### config.mk
export PLATFORM = sky130hd
export DESIGN_NAME = servo_pwm_multi
export DESIGN_NICKNAME = d
export VERILOG_FILES = /design/src/rtl/servo_pwm_multi.sv
export SDC_FILE = /design/constraint.sdc
export NUM_CORES = 1
export LEC_CHECK = 0
export ABC_AREA = 1
export CORE_MARGIN = 8
export CORE_UTILIZATION = 30
export CTS_BUF_LIST = sky130_fd_sc_hd__clkbuf_16
export DETAILED_ROUTE_END_ITERATION = 10
export GPL_TIMING_DRIVEN = 0
export SLEW_MARGIN = 30
export SYNTH_ARGS = -nofsm -noshare
export SYNTH_HDL_FRONTEND = slang
export SYNTH_SLANG_ARGS = --single-unit
export TNS_END_PERCENT = 1
### constraint.sdc
create_clock -name clk -period 3.3 [get_ports clk]
set_input_delay 0.33 -clock clk [delete_from_list [all_inputs] [get_ports clk]]
set_output_delay 0.33 -clock clk [all_outputs]
set_load 0.02 [all_outputs]
### src/rtl/servo_pwm_multi.sv
// N-channel hobby-servo PWM generator: shared tic divider and frame counter,
// per-channel clamp, hold-on-disable, frame-synchronous position update and optional slew limit.
module servo_pwm_multi #(
  parameter int unsigned NCH        = 4,
  parameter int unsigned POS_W      = 8,
  parameter int unsigned TIC_DIV    = 94,
  parameter int unsigned FRAME_TICS = 2048,
  parameter int unsigned OFFSET     = 46,
  parameter int unsigned MIN_POS    = 0,
  parameter int unsigned MAX_POS    = 255,
  parameter int unsigned HOME_POS   = 127,
  parameter int unsigned SLEW_STEP  = 0
) (
  input  logic                   clk,
  input  logic                   rst,
  input  logic [NCH*POS_W-1:0]   angle,
  input  logic [NCH-1:0]         enable_mov,
  output logic [NCH-1:0]         servo,
  output logic                   frame_start,
  output logic [NCH-1:0]         busy
);

  localparam int unsigned DIV_W    = (TIC_DIV > 2) ? $clog2(TIC_DIV) : 1;
  localparam int unsigned FC_W     = (FRAME_TICS > 2) ? $clog2(FRAME_TICS) : 1;
  localparam int unsigned STEP_LIM = (SLEW_STEP > (1 << POS_W)) ? (1 << POS_W) : SLEW_STEP;

  localparam logic [POS_W-1:0] HOME_P = POS_W'(HOME_POS);
  localparam logic [POS_W-1:0] MIN_P  = POS_W'(MIN_POS);
  localparam logic [POS_W-1:0] MAX_P  = POS_W'(MAX_POS);
  localparam logic [POS_W:0]   STEP_E = (POS_W+1)'(STEP_LIM);

  if (MAX_POS + OFFSET >= FRAME_TICS) begin : g_chk_frame
    $error("servo_pwm_multi: MAX_POS+OFFSET must be below FRAME_TICS");
  end
  if ((MIN_POS > HOME_POS) || (HOME_POS > MAX_POS)) begin : g_chk_home
    $error("servo_pwm_multi: HOME_POS must lie within MIN_POS..MAX_POS");
  end
  if (MAX_POS >= (1 << POS_W)) begin : g_chk_max
    $error("servo_pwm_multi: MAX_POS does not fit in POS_W bits");
  end
  if (TIC_DIV < 2) begin : g_chk_div
    $error("servo_pwm_multi: TIC_DIV must be at least 2");
  end

  logic [DIV_W-1:0] r_div;
  logic [FC_W-1:0]  r_frame_cnt;
  logic             r_frame_start;
  logic             w_tic;
  logic             w_wrap;

  assign w_tic  = (r_div == DIV_W'(TIC_DIV - 1));
  assign w_wrap = w_tic && (r_frame_cnt == FC_W'(FRAME_TICS - 1));

  // Shared timebase; frame_start rises together with frame_cnt returning to 0
  always_ff @(posedge clk or posedge rst) begin
    if (rst) begin
      r_div         <= '0;
      r_frame_cnt   <= '0;
      r_frame_start <= 1'b0;
    end else begin
      r_div         <= w_tic ? '0 : r_div + DIV_W'(1);
      r_frame_start <= w_wrap;
      if (w_wrap)     r_frame_cnt <= '0;
      else if (w_tic) r_frame_cnt <= r_frame_cnt + FC_W'(1);
    end
  end

  assign frame_start = r_frame_start;

  for (genvar i = 0; i < NCH; i++) begin : g_ch
    logic [POS_W-1:0] w_angle;
    logic [POS_W-1:0] w_lo;
    logic [POS_W-1:0] w_clamped;
    logic [POS_W-1:0] w_cur_next;
    logic [FC_W-1:0]  w_pulse_end;
    logic [POS_W-1:0] r_target;
    logic [POS_W-1:0] r_cur;
    logic             r_servo;
    logic             r_busy;

    assign w_angle = angle[i*POS_W +: POS_W];

    if (MIN_POS > 0) begin : g_lo
      assign w_lo = (w_angle < MIN_P) ? MIN_P : w_angle;
    end else begin : g_nolo
      assign w_lo = w_angle;
    end

    if (MAX_POS < (1 << POS_W) - 1) begin : g_hi
      assign w_clamped = (w_lo > MAX_P) ? MAX_P : w_lo;
    end else begin : g_nohi
      assign w_clamped = w_lo;
    end

    if (SLEW_STEP == 0) begin : g_jump
      assign w_cur_next = r_target;
    end else begin : g_slew
      logic [POS_W:0] w_cur_e;
      logic [POS_W:0] w_tgt_e;
      logic [POS_W:0] w_diff;
      logic [POS_W:0] w_delta;

      // Step toward target by at most STEP_E; the delta never exceeds the gap
      always_comb begin
        w_cur_e    = {1'b0, r_cur};
        w_tgt_e    = {1'b0, r_target};
        w_diff     = '0;
        w_delta    = '0;
        w_cur_next = r_cur;
        if (w_tgt_e > w_cur_e) begin
          w_diff     = w_tgt_e - w_cur_e;
          w_delta    = (w_diff > STEP_E) ? STEP_E : w_diff;
          w_cur_next = POS_W'(w_cur_e + w_delta);
        end else begin
          w_diff     = w_cur_e - w_tgt_e;
          w_delta    = (w_diff > STEP_E) ? STEP_E : w_diff;
          w_cur_next = POS_W'(w_cur_e - w_delta);
        end
      end
    end

    assign w_pulse_end = FC_W'(r_cur) + FC_W'(OFFSET);

    always_ff @(posedge clk or posedge rst) begin
      if (rst) begin
        r_target <= HOME_P;
        r_cur    <= HOME_P;
        r_servo  <= 1'b0;
        r_busy   <= 1'b0;
      end else begin
        if (enable_mov[i]) r_target <= w_clamped;
        if (r_frame_start) r_cur    <= w_cur_next;
        r_servo <= (r_frame_cnt < w_pulse_end);
        r_busy  <= (r_cur != r_target);
      end
    end

    assign servo[i] = r_servo;
    assign busy[i]  = r_busy;
  end

endmodule
---- Word-level counts from Yosys, hierarchy flattened ----
Index checks and enable logic that the tools add are counted.
operators by class
  add/sub/neg operators ................... 6
  magnitude comparators ................... 4
  equal/unequal tests ..................... 6
  mux-type cells .......................... 3
  reductions and logical operators ........ 2
operators with widths
  operator                                                         count
  11-bit by 9-bit < comparator with 1-bit output                   4
  8-bit by 6-bit adder with 9-bit output, second input constant    4
  8-bit != test                                                    4
  11-bit two-way mux                                               2
  11-bit by 1-bit adder with 11-bit output, second input constant  1
  11-bit == test, second input constant                            1
  7-bit by 1-bit adder with 7-bit output, second input constant    1
  7-bit == test, second input constant                             1
  7-bit two-way mux                                                1
  2-bit nonzero test                                               1
  1-bit logical AND                                                1
storage, ports and cells
  bits in registers ....................... 91
  input port bits ......................... 38
  output and inout bits ................... 9
  word-level logic and storage cells ...... 40

---- Depth between registers and ports, before layout ----
Gate-level depths: netlist of the first run.
  depth after elaboration ................. 3
  depth in mapped cells ................... 12
  depth with buffers taken out ............ 12

---- Worst setup path after synthesis of the first run ----
OpenSTA, ideal clock, no wires.
  path type ............................... reg-to-reg
  start point ............................. register g_ch[0].r_cur[1]
  end point ............................... register g_ch[0].r_servo
  arrival ................................. 1.904 ns
  data required time ...................... 3.182 ns
  slack ................................... 1.278 ns
  stages on the path, launching flop included .. 13
  clock period less this slack ............ 2.022 ns
  path through ............................ dfstp_2 -> inv_1 -> ha_1 -> inv_1 -> o21ai_0 -> a21oi_1 -> xor2_1 -> ha_1 -> nand2_1 -> nor3_1 -> nand3_1 -> a21oi_1 -> nor2_1
on the way
  word-level cells in the longest chain between the ends .. 2
RTL lines
  what                                            line  source
  start: declaration                              77    logic [POS_W-1:0] r_cur;
  start signal: assignment                        132   if (r_frame_start) r_cur <= w_cur_next;
  8-bit by 6-bit adder with 9-bit output          122   assign w_pulse_end = FC_W'(r_cur) + FC_W'(OFFSET);
  11-bit by 9-bit < comparator with 1-bit output  133   r_servo <= (r_frame_cnt < w_pulse_end);
  end signal: assignment                          133
  end: declaration                                78    logic r_servo;
No other way between the ends.
A chain may end at the register's enable or synchronous reset.

---- Worst setup path in the final report of the first run ----
Same ends and word-level chain as after synthesis.

==> results of run 1 <==
[cell usage after synthesis]
master,number
sky130_fd_sc_hd__a211oi_1,4
sky130_fd_sc_hd__a21oi_1,41
sky130_fd_sc_hd__buf_1,2
sky130_fd_sc_hd__buf_12,1
sky130_fd_sc_hd__buf_2,2
sky130_fd_sc_hd__buf_4,8
sky130_fd_sc_hd__buf_6,1
sky130_fd_sc_hd__clkbuf_1,7
sky130_fd_sc_hd__clkinv_1,1
sky130_fd_sc_hd__dfrtp_1,35
sky130_fd_sc_hd__dfstp_2,56
sky130_fd_sc_hd__ha_1,39
sky130_fd_sc_hd__inv_1,67
sky130_fd_sc_hd__inv_2,1
sky130_fd_sc_hd__mux2_2,11
sky130_fd_sc_hd__nand2_1,146
sky130_fd_sc_hd__nand2_2,1
sky130_fd_sc_hd__nand3_1,21
sky130_fd_sc_hd__nand3_2,6
sky130_fd_sc_hd__nand3_4,1
sky130_fd_sc_hd__nand4_1,10
sky130_fd_sc_hd__nor2_1,35
sky130_fd_sc_hd__nor2_2,1
sky130_fd_sc_hd__nor2_4,1
sky130_fd_sc_hd__nor3_1,7
sky130_fd_sc_hd__nor3b_2,2
sky130_fd_sc_hd__nor4_1,1
sky130_fd_sc_hd__o211ai_1,1
sky130_fd_sc_hd__o21ai_0,60
sky130_fd_sc_hd__o21ai_1,1
sky130_fd_sc_hd__xnor2_1,6
sky130_fd_sc_hd__xor2_1,33
[sequential cells by signal, indices dropped and copies added, names as in the netlist]
signal and flops:
g_ch.r_cur 32, g_ch.r_target 32, r_frame_cnt 11, r_div 7
g_ch.r_busy 4, g_ch.r_servo 4, frame_start 1
[how the worst min path moves through the flow]
stage	startpoint	endpoint	slack, ns	cells after the start
floorplan	enable_mov[0]	g_ch[0].r_target[5]	0.40	1
global placement	r_div[6]	r_div[6]	0.47	1
detailed placement	r_div[6]	r_div[6]	0.46	1
CTS	rst	r_div[3]	0.36	2
global route	rst	r_div[3]	0.39	2
finish	rst	r_div[3]	0.35	2
[per-stage QoR]
stage | utilization, % | worst slack (ns) | cell area, um^2 | instances | total power (W)
floorplan | - | 0.699 | 5260 | 609 | 0.00131
global placement | 34.8 | -0.894 | 6000 | 880 | 0.00139
detailed placement | 35.0 | 1.07 | 6030 | 881 | 0.00140
CTS | 36.9 | 1.05 | 6360 | 897 | 0.00255
global route | 36.9 | 0.854 | 6360 | 897 | 0.00261
finish | 36.9 | 1.07 | 6360 | 897 | 0.00250
[power by group through the flow]
| stage | clock [W] | combinational [W] | sequential, W |
|---|---|---|---|
| 2_1_floorplan | 0 | 0.0000903 | 0.00122 |
| 3_3_place_gp | 0 | 0.000157 | 0.00123 |
| 3_5_place_dp | 0 | 0.000164 | 0.00123 |
| 4_1_cts | 0.00117 | 0.000165 | 0.00121 |
| 5_1_grt | 0.00120 | 0.000185 | 0.00122 |
| 6_report | 0.00112 | 0.000161 | 0.00121 |
[per-layer routing]
layer	up-vias	GRT usage [%]	wire, um
met1	1817	14.2	5650
met5	-	0	0
met3	11	2.67	434
met2	55	17.9	5140
li1	2099	-	-
met4	0	3.67	134
[kinds of logic (layout without fill, tap and decap cells)]
family,Yosys count,after routing,synth area share (%)
flip-flops,91,91,44.6
AND/OR/NAND/NOR,232,232,19.3
multiplexers,11,11,2.36
XOR/XNOR,39,39,6.50
buffers and inverters,90,153,7.50
AO/OA/AOI/OAI,107,107,10.4
adder cells (fa/ha/maj),39,39,9.28
[layout make-up]
cell class | count | area share (%)
Buffer | 21 | 2.12
Clock buffer | 9 | 3.54
Clock inverter | 7 | 1.61
Inverter | 69 | 4.15
Multi-Input combinational cell | 428 | 39.6
Sequential cell | 91 | 36.9
Tap cell | 225 | 4.43
Timing Repair Buffer | 47 | 7.67
[worst max-delay path: stages, from the launching register on]
cell and delay, ns:
sky130_fd_sc_hd__dfstp_2 0.55, sky130_fd_sc_hd__inv_1 0.09, sky130_fd_sc_hd__ha_1 0.23, sky130_fd_sc_hd__inv_1 0.05
sky130_fd_sc_hd__o21ai_0 0.11, sky130_fd_sc_hd__a21oi_1 0.18, sky130_fd_sc_hd__xor2_1 0.09, sky130_fd_sc_hd__ha_1 0.27
sky130_fd_sc_hd__nand2_1 0.06, sky130_fd_sc_hd__nor3_1 0.20, sky130_fd_sc_hd__nand3_1 0.10, sky130_fd_sc_hd__a21oi_1 0.13
sky130_fd_sc_hd__nor2_1 0.06
==> impl_summary.txt, run 1 <==
----------------------------------------------------
[Global routing]
  First-pass GRT wire length ... 19800 um
  Vias in the first global route ... 4134
  Final global-route overflow total ... 0
  Antenna violations before repair ... 0
  Pin count of the biggest net entering global routing ... 54
  All-layer global routing usage ... 11.1%

[Layout]
  Most common cell after layout, fill and taps aside ... sky130_fd_sc_hd__nand2_1
  Number of antenna cells inserted ... 0
  Storage element area ... 2350 um^2
  Area of combinational cells with multiple inputs ... 2520 um^2
  Number of fill cells in the layout ... between 1500 and 2000
  Final #Nets ... 744
  Share of final-layout standard cells stronger than drive strength 1 ... 16.2%
  Most frequent cells in the layout ... sky130_fd_sc_hd__nand2_1, sky130_fd_sc_hd__inv_1, sky130_fd_sc_hd__o21ai_0
  Layout overhead on the synthesized area ... 21.0%

[Power and ir drop]
  Power Dens Cells ... 393 nW/um^2
  Share of power burned in registers ... 48.6%
  Net switching component of the power ... 0.000562 W
  Worst-case vdd ir drop ... 0.307 mV
  Combinational fraction of design power ... between 6 and 7%
  Internal cell power ... ~0.0019 W
  Net switching fraction of the power ... 22.5%
  Static leakage ... 2.79 nW
  Share of total power in the clock network ... between 40% and 50%

[CTS]
  TritonCTS clock tree ... built
  TritonCTS buffer count ... 9
  Clock tree root buffer cell ... sky130_fd_sc_hd__clkbuf_16
  Clk pin slew, worst setup/hold paths ... 0.06 ns
  Sink count of the clock tree ... 91
  Number of levels in the clock H-tree ... 3
  Cts hold-fix bufs ... 0
  CTS-repair resized insts ... 0
  Largest buffer count on any clock path ... 2
  Clock insertion delay at the later pin of the skew report ... 0.35 ns
  Number of buffers added for setup after CTS ... 0

[STA]
  Highest achievable clock rate ... about 450 MHz
  Shortest clock period the worst path allows after layout ... 2.23 ns
  Number of hold-slack violations in the final timing report ... 0
  Setup TNS ... 0 ns
  Final number of setup-violating endpoints ... 0
  Maximum clock skew at final layout ... 0.0101 ns
  Pin slew with the least headroom to its limit ... around 0.6 ns
  Slew margin rel. ... 59.7%
  WHS ... 0.346 ns
  Fraction of the cycle the final worst path needs ... 67.5%
  Final Max Slew Viols ... 0
  Unrepaired setup endpoints after global routing ... no

[Logic synthesis]
  Number of standard cells after synthesis ... slightly above 600
  Mapped Avg Cell Area ... 8.63 um^2
  Distinct cell type count after synthesis ... 32
  Synthesized net count ... 686
  Synth top area share ... between 20% and 30%
  Netlist Area Pre-Place ... 5260 um^2
  Biggest area consumer among synthesized cells ... sky130_fd_sc_hd__dfstp_2
  Flip-flop and latch count after synthesis ... 91
  Biggest area contributors in the synthesized netlist ... sky130_fd_sc_hd__dfstp_2, sky130_fd_sc_hd__dfrtp_1, sky130_fd_sc_hd__nand2_1
  Share of synthesized area occupied by flip-flops and latches ... roughly 45%
  Synth warnings ... 0

[Place]
  Final GP Congestion ... 0.806
  Detailed placement HPWL ... 8360 um
  Number of port buffers ... between 40 and 50

[Setup path]
  R2R depth ... 12
  Sort of element at the start of the critical path ... flip-flop
  Origin of the worst setup path ... g_ch[0].r_cur[1]
  Largest fanout on the critical path ... 5
  R2r startpoint ... g_ch[0].r_cur[1]
  Data required time of the worst path ... between 3 and 4 ns
  Endpoint arrival time on the critical path ... 2.46 ns
  Type of destination of the critical path ... flip-flop
  Reg-to-reg endpoint ... g_ch[0].r_servo
  WS Path Type ... reg2reg
  Worst R2R Setup Slack ... approximately 1.1 ns
  Critical path capture point ... g_ch[0].r_servo

[Detailed routing]
  Mean routed wirelength per cell ... about 13 um
  Antenna violation net count after detailed routing ... 0
  DRT Pass-1 Iters ... 4
  Vias per Instance ... 4.44
  Detailed-route DRC error count ... 0
  DRT iter0 DRCs ... between 100 and 150
  Total number of vias ... 3982
  Post-detailed-routing wire length ... 11400 um

[Worst hold path]
  Worst hold-check path type ... in2async

[Floorplanning]
  Ports placed on the boundary ... 47
  Height of the die ... 148 um
  Die Area ... 22000 um^2
  Starting density of the core ... 30.5%
  Site row count ... 48
  Die extent in x ... 148 um
  CORE AREA ... between 15000 and 20000 um^2

[Status]
  Result of the run ... complete, no violations

[Run]
  Max-capacitance violation count ... 0

----------------------------------------------------
(Power assumes the default switching activity.)
==> run 2, diff against run 1 <==
- clock period: 3.3 -> 2.2 ns (I/O delays scaled with it)
==> impl_summary.txt, run 2 (synthesis results as in run 1) <==
----------------------------------------------------
[Floorplanning]
  Die Area ... approximately 22000 um^2
  Ports placed on the boundary ... 47
  Die extent in x ... between 100 and 150 um
  Site row count ... 48
  Starting density of the core ... 30.5%
  CORE AREA ... approximately 17000 um^2
  Height of the die ... roughly 150 um

[STA]
  Final Max Slew Viols ... 0
  Maximum clock skew at final layout ... 0.0107 ns
  Shortest clock period the worst path allows after layout ... between 2 and 2.5 ns
  Fraction of the cycle the final worst path needs ... 97.4%
  Setup TNS ... 0 ns
  Slew margin rel. ... 61.1%
  Pin slew with the least headroom to its limit ... 0.584 ns
  Number of hold-slack violations in the final timing report ... 0
  Unrepaired setup endpoints after global routing ... yes
  Highest achievable clock rate ... 467 MHz
  Final number of setup-violating endpoints ... 0

[Global routing]
  Pin count of the biggest net entering global routing ... 28
  Final global-route overflow total ... 0
  All-layer global routing usage ... roughly 11%
  GR Util met1 ... approximately 14%
  Layer with the highest usage after global routing ... met2
  Antenna violations before repair ... 0
  Vias in the first global route ... around 4000
  Met2 track demand over resource in global routing ... around 18%
  First-pass GRT wire length ... 19700 um
  Met3 Resource Use GR ... 3.34%

[Setup path]
  Sort of element at the start of the critical path ... flip-flop
  Highest-delay cell along the critical path ... sky130_fd_sc_hd__dfstp_2
  Endpoint arrival time on the critical path ... around 2.4 ns
  Data required time of the worst path ... ~2.5 ns
  Delay of the slowest cell on the worst path ... 0.57 ns
  Buffers and inverters on the worst path ... 2
  Type of destination of the critical path ... flip-flop
  Gate family responsible for the most delay along the worst path ... flip-flops
  Cell chain of the critical path ... inv_2 > ha_2 > inv_1 > o21ai_1 > a21oi_1 > xor2_1 > ha_1 > nand2_1 > nor2_2 > nand4_1 > a21oi_2 > nor2_1
  Largest fanout on the critical path ... 5
  WS Path Type ... reg2reg

[Run]
  Max-capacitance violation count ... 0

[Layout]
  Most common cell after layout, fill and taps aside ... sky130_fd_sc_hd__nand2_1
  Most frequent cells in the layout ... sky130_fd_sc_hd__nand2_1, sky130_fd_sc_hd__inv_1, sky130_fd_sc_hd__o21ai_0
  Final #Nets ... 748
  Share of final-layout standard cells stronger than drive strength 1 ... 19.8%
  Layout overhead on the synthesized area ... 22.2%
  Number of antenna cells inserted ... 0
  Number of fill cells in the layout ... 1763
  Largest registers ... g_ch.r_cur: 32 flops, g_ch.r_target: 32 flops, r_frame_cnt: 11 flops
  Fraction of the core area covered by cells at the end of the flow ... 37.3%

[Place]
  Number of port buffers ... 46
  Final GP Congestion ... 0.800
  Detailed placement HPWL ... between 8000 and 9000 um

[Detailed routing]
  Post-detailed-routing wire length ... between 10000 and 15000 um
  DRT Pass-1 Iters ... 5
  Detailed-route DRC error count ... 0
  Total number of vias ... 4071
  DRT iter0 DRCs ... 167
  Mean routed wirelength per cell ... 12.9 um
  Vias per Instance ... 4.52
  Antenna violation net count after detailed routing ... 0

[Power and ir drop]
  Static leakage ... 2.80 nW
  Worst-case vdd ir drop ... roughly 0.48 mV
  Power Dens Cells ... 553 nW/um^2

[CTS]
  Cts hold-fix bufs ... 0
  Number of levels in the clock H-tree ... 3
  Clock insertion delay at the later pin of the skew report ... 0.36 ns
  TritonCTS clock tree ... built
  TritonCTS buffer count ... 9
  Largest buffer count on any clock path ... 2
  Clk pin slew, worst setup/hold paths ... 0.07 ns
  Clock tree root buffer cell ... sky130_fd_sc_hd__clkbuf_16
  Sink count of the clock tree ... 91

[Worst hold path]
  Worst hold-check path type ... in2async

[Status]
  Result of the run ... complete, no violations

----------------------------------------------------
## run 2: changes by cell type in the layout (fill, tap and decap cells not counted), sizes merged
cell      previous run  this run
inv                 69        71
buf                 15        19
clkinvlp             0         2
clkinv               5         3
bufinv               2         0
## run 2: cell type report
class	count	area (um^2)	share of cell area (%)
plain buffers	21	135	2.10
clock buffers	9	225	3.51
clock inverters	7	51.3	0.799
inverters	69	265	4.13
multi-input cells	428	2580	40.2
flip-flops and latches	91	2350	36.5
well taps	225	282	4.38
repair buffers	51	536	8.34
## run 2: worst paths after layout
check	startpoint	endpoint	cells past startpoint	slack, ns
worst max register to register	g_ch[1].r_cur[1]	g_ch[1].r_servo	12	0.06
worst max-delay path	g_ch[1].r_cur[1]	g_ch[1].r_servo	12	0.06
worst min-delay path	rst	g_ch[1].r_servo	2	0.19
worst min register to register	r_div[6]	r_div[6]	1	0.48
min in group clk	angle[8]	g_ch[1].r_target[0]	3	0.39
max in group asynchronous	rst	g_ch[3].r_cur[3]	4	1.27
## run 2: stage by stage
step	power (W)	cells	hold slack, ns	instance area (um^2)	setup WS, ns
finish	0.00355	901	0.186	6420	0.0579
global route	0.00370	901	0.204	6420	-0.0597
CTS	0.00360	899	0.184	6350	-0.00291
detailed placement	0.00210	883	0.463	6060	-0.0356
global placement	0.00208	880	0.461	6000	-0.0946
floorplan	0.00197	609	0.294	5260	0.178
## run 2: power by group
group	switching [W]	internal, W
registers	0.0000480	0.00177
clock network	0.000713	0.000775
logic	0.000115	0.000131
## run 2: timing repair
action / CTS / global route
setup endpoints to repair: 3 / 4
gates resized for setup: 3 / 22
endpoints found under the hold margin: 0 / 0
pin swaps: 1 / 8
buffers inserted: 0 / 2
## run 2: per-layer routing
metal	vias to the layer above	wire (um)	part of all wire (%)
met3	11	356	3.1
met2	52	5440	47
met1	1906	5690	49
met4	0	108	0.93
met5	-	0	0
li1	2102	-	-
==> run 3, diff against run 2 <==
- CORE_UTILIZATION: 30 -> 58
- PLACE_DENSITY: unset -> 0.8
- SKIP_CTS_REPAIR_TIMING: unset -> 1
==> impl_summary.txt, run 3 (synthesis results as in run 1) <==
----------------------------------------------------
[Layout]
  Share of final-layout standard cells stronger than drive strength 1 ... 19.9%
  Most common cell after layout, fill and taps aside ... sky130_fd_sc_hd__nand2_1
  Most frequent cells in the layout ... sky130_fd_sc_hd__nand2_1, sky130_fd_sc_hd__inv_1, sky130_fd_sc_hd__o21ai_0
  Layout overhead on the synthesized area ... 20.8%
  Finished layout cell area ... between 6000 and 7000 um^2
  Final #Nets ... approximately 750
  Fraction of the core area covered by cells at the end of the flow ... 72.5%
  Largest registers ... g_ch.r_cur: 32 flops, g_ch.r_target: 32 flops, r_frame_cnt: 11 flops
  Number of antenna cells inserted ... 0

[STA]
  Highest achievable clock rate ... 463 MHz
  Setup TNS ... 0 ns
  Pin slew with the least headroom to its limit ... approximately 0.66 ns
  Slew margin rel. ... 56.1%
  Unrepaired setup endpoints after global routing ... yes
  Number of hold-slack violations in the final timing report ... 0
  Shortest clock period the worst path allows after layout ... 2.16 ns
  Maximum clock skew at final layout ... 0.00751 ns
  Final Max Slew Viols ... 0
  Final number of setup-violating endpoints ... 0
  Fraction of the cycle the final worst path needs ... 98.1%
  WHS ... 0.249 ns

[Setup path]
  Type of destination of the critical path ... flip-flop
  Largest fanout on the critical path ... 4
  WS Path Type ... reg2reg
  Endpoint arrival time on the critical path ... 2.39 ns
  Sort of element at the start of the critical path ... flip-flop
  Data required time of the worst path ... 2.43 ns

[Floorplanning]
  Height of the die ... 111 um
  Die Area ... 12400 um^2
  CORE AREA ... 8760 um^2
  Site row count ... 34
  Starting density of the core ... 60.0%
  Ports placed on the boundary ... between 40 and 50
  Die extent in x ... 111 um

[Power and ir drop]
  Net switching component of the power ... 0.000837 W
  Internal cell power ... about 0.0029 W
  Net switching fraction of the power ... a little under a quarter
  Share of power burned in registers ... 49.2%
  Worst-case vdd ir drop ... between 0.4 and 0.5 mV
  Power Dens Cells ... 581 nW/um^2
  Combinational fraction of design power ... about 7.0%
  Static leakage ... about 2.8 nW
  Sum of internal, switching and leakage power ... approximately 0.0037 W
  Share of total power in the clock network ... 43.7%

[Detailed routing]
  Vias per Instance ... around 5.5
  DRT Pass-1 Iters ... 5
  M1 wire length ... roughly 5000 um
  Total number of vias ... 4308
  Total met3 wirelength after detailed routing ... 638 um
  Max Used Layer ... met4
  WL met2 ... slightly above 6000 um
  Post-detailed-routing wire length ... between 10000 and 15000 um
  Antenna violation net count after detailed routing ... 0
  Mean routed wirelength per cell ... 15.2 um
  Detailed-route DRC error count ... 0
  DRT iter0 DRCs ... approximately 220

[Global routing]
  All-layer global routing usage ... 19.1%
  Final global-route overflow total ... 0
  Pin count of the biggest net entering global routing ... 32
  First-pass GRT wire length ... 19800 um
  Antenna violations before repair ... 0
  Vias in the first global route ... about 4400

[Status]
  Result of the run ... complete, no violations

[CTS]
  Largest buffer count on any clock path ... 2
  Clock tree root buffer cell ... sky130_fd_sc_hd__clkbuf_16
  Clock insertion delay at the later pin of the skew report ... approximately 0.34 ns
  TritonCTS clock tree ... built
  Sink count of the clock tree ... 91
  TritonCTS buffer count ... 9
  Clk pin slew, worst setup/hold paths ... about 0.07 ns
  Number of levels in the clock H-tree ... 3

[Place]
  Final GP Congestion ... about 0.84
  Detailed placement HPWL ... roughly 8600 um
  Number of port buffers ... 46
  Dpl cell area ... 5950 um^2

[Run]
  Max-capacitance violation count ... 0

[Worst hold path]
  Worst hold-check path type ... in2async

----------------------------------------------------
-- run 3: changes by cell type in the layout (fill, tap and decap cells not counted), sizes merged --
cell / before / now
inv: 71 / 69
buf: 19 / 22
bufinv: 0 / 1
clkbuf: 16 / 17
-- run 3: metal layers --
| layer | vias up | track usage [%] |
|---|---|---|
| met4 | 0 | 7.64 |
| li1 | 2112 | - |
| met5 | - | 0 |
| met3 | 24 | 4.55 |
| met2 | 129 | 33.8 |
| met1 | 2043 | 21.5 |
-- run 3: power by group through the flow --
stage	sequential [W]	combinational, W	clock (W)
finish	0.00182	0.000260	0.00162
global route	0.00182	0.000290	0.00170
CTS	0.00182	0.000264	0.00163
detailed placement	0.00184	0.000263	0
global placement	0.00184	0.000231	0
floorplan	0.00183	0.000136	0
-- run 3: metrics by stage --
step | cells | worst slack (ns)
floorplan | 609 | 0.178
global placement | 763 | -0.0253
detailed placement | 767 | -0.0530
CTS | 783 | -0.107
global route | 787 | -0.0553
finish | 787 | 0.0413
-- run 3: layout make-up --
class | count | area [um^2]
multi-input cells | 428 | 2570
fillers | 634 | 2410
flip-flops and latches | 91 | 2350
repair buffers | 54 | 586
inverters | 69 | 263
clock buffers | 10 | 250
plain buffers | 21 | 135
well taps | 108 | 135
clock inverters | 6 | 62.6
-- run 3: worst max-delay path: stages (launching register included) --
cell	delay (ns)
sky130_fd_sc_hd__dfstp_2	0.54
sky130_fd_sc_hd__inv_1	0.07
sky130_fd_sc_hd__ha_2	0.20
sky130_fd_sc_hd__nand2_1	0.06
sky130_fd_sc_hd__nand2_1	0.09
sky130_fd_sc_hd__a21oi_2	0.17
sky130_fd_sc_hd__xor2_1	0.10
sky130_fd_sc_hd__ha_1	0.28
sky130_fd_sc_hd__nand2_1	0.08
sky130_fd_sc_hd__nor3_2	0.17
sky130_fd_sc_hd__nand3_1	0.10
sky130_fd_sc_hd__a21oi_1	0.13
sky130_fd_sc_hd__nor2_1	0.06
-- run 3: path summary, 6_finish.rpt --
check | start | to | slack, ns | cells after the start
setup reg to reg | g_ch[2].r_cur[1] | g_ch[2].r_servo | 0.04 | 12
setup / recovery | g_ch[2].r_cur[1] | g_ch[2].r_servo | 0.04 | 12
hold / removal | rst | r_frame_cnt[9] | 0.25 | 3
max in group asynchronous | rst | g_ch[2].r_target[4] | 1.36 | 5
min in group clk | angle[11] | g_ch[1].r_target[3] | 0.40 | 3
hold reg to reg | g_ch[1].r_target[3] | g_ch[1].r_cur[3] | 0.49 | 2
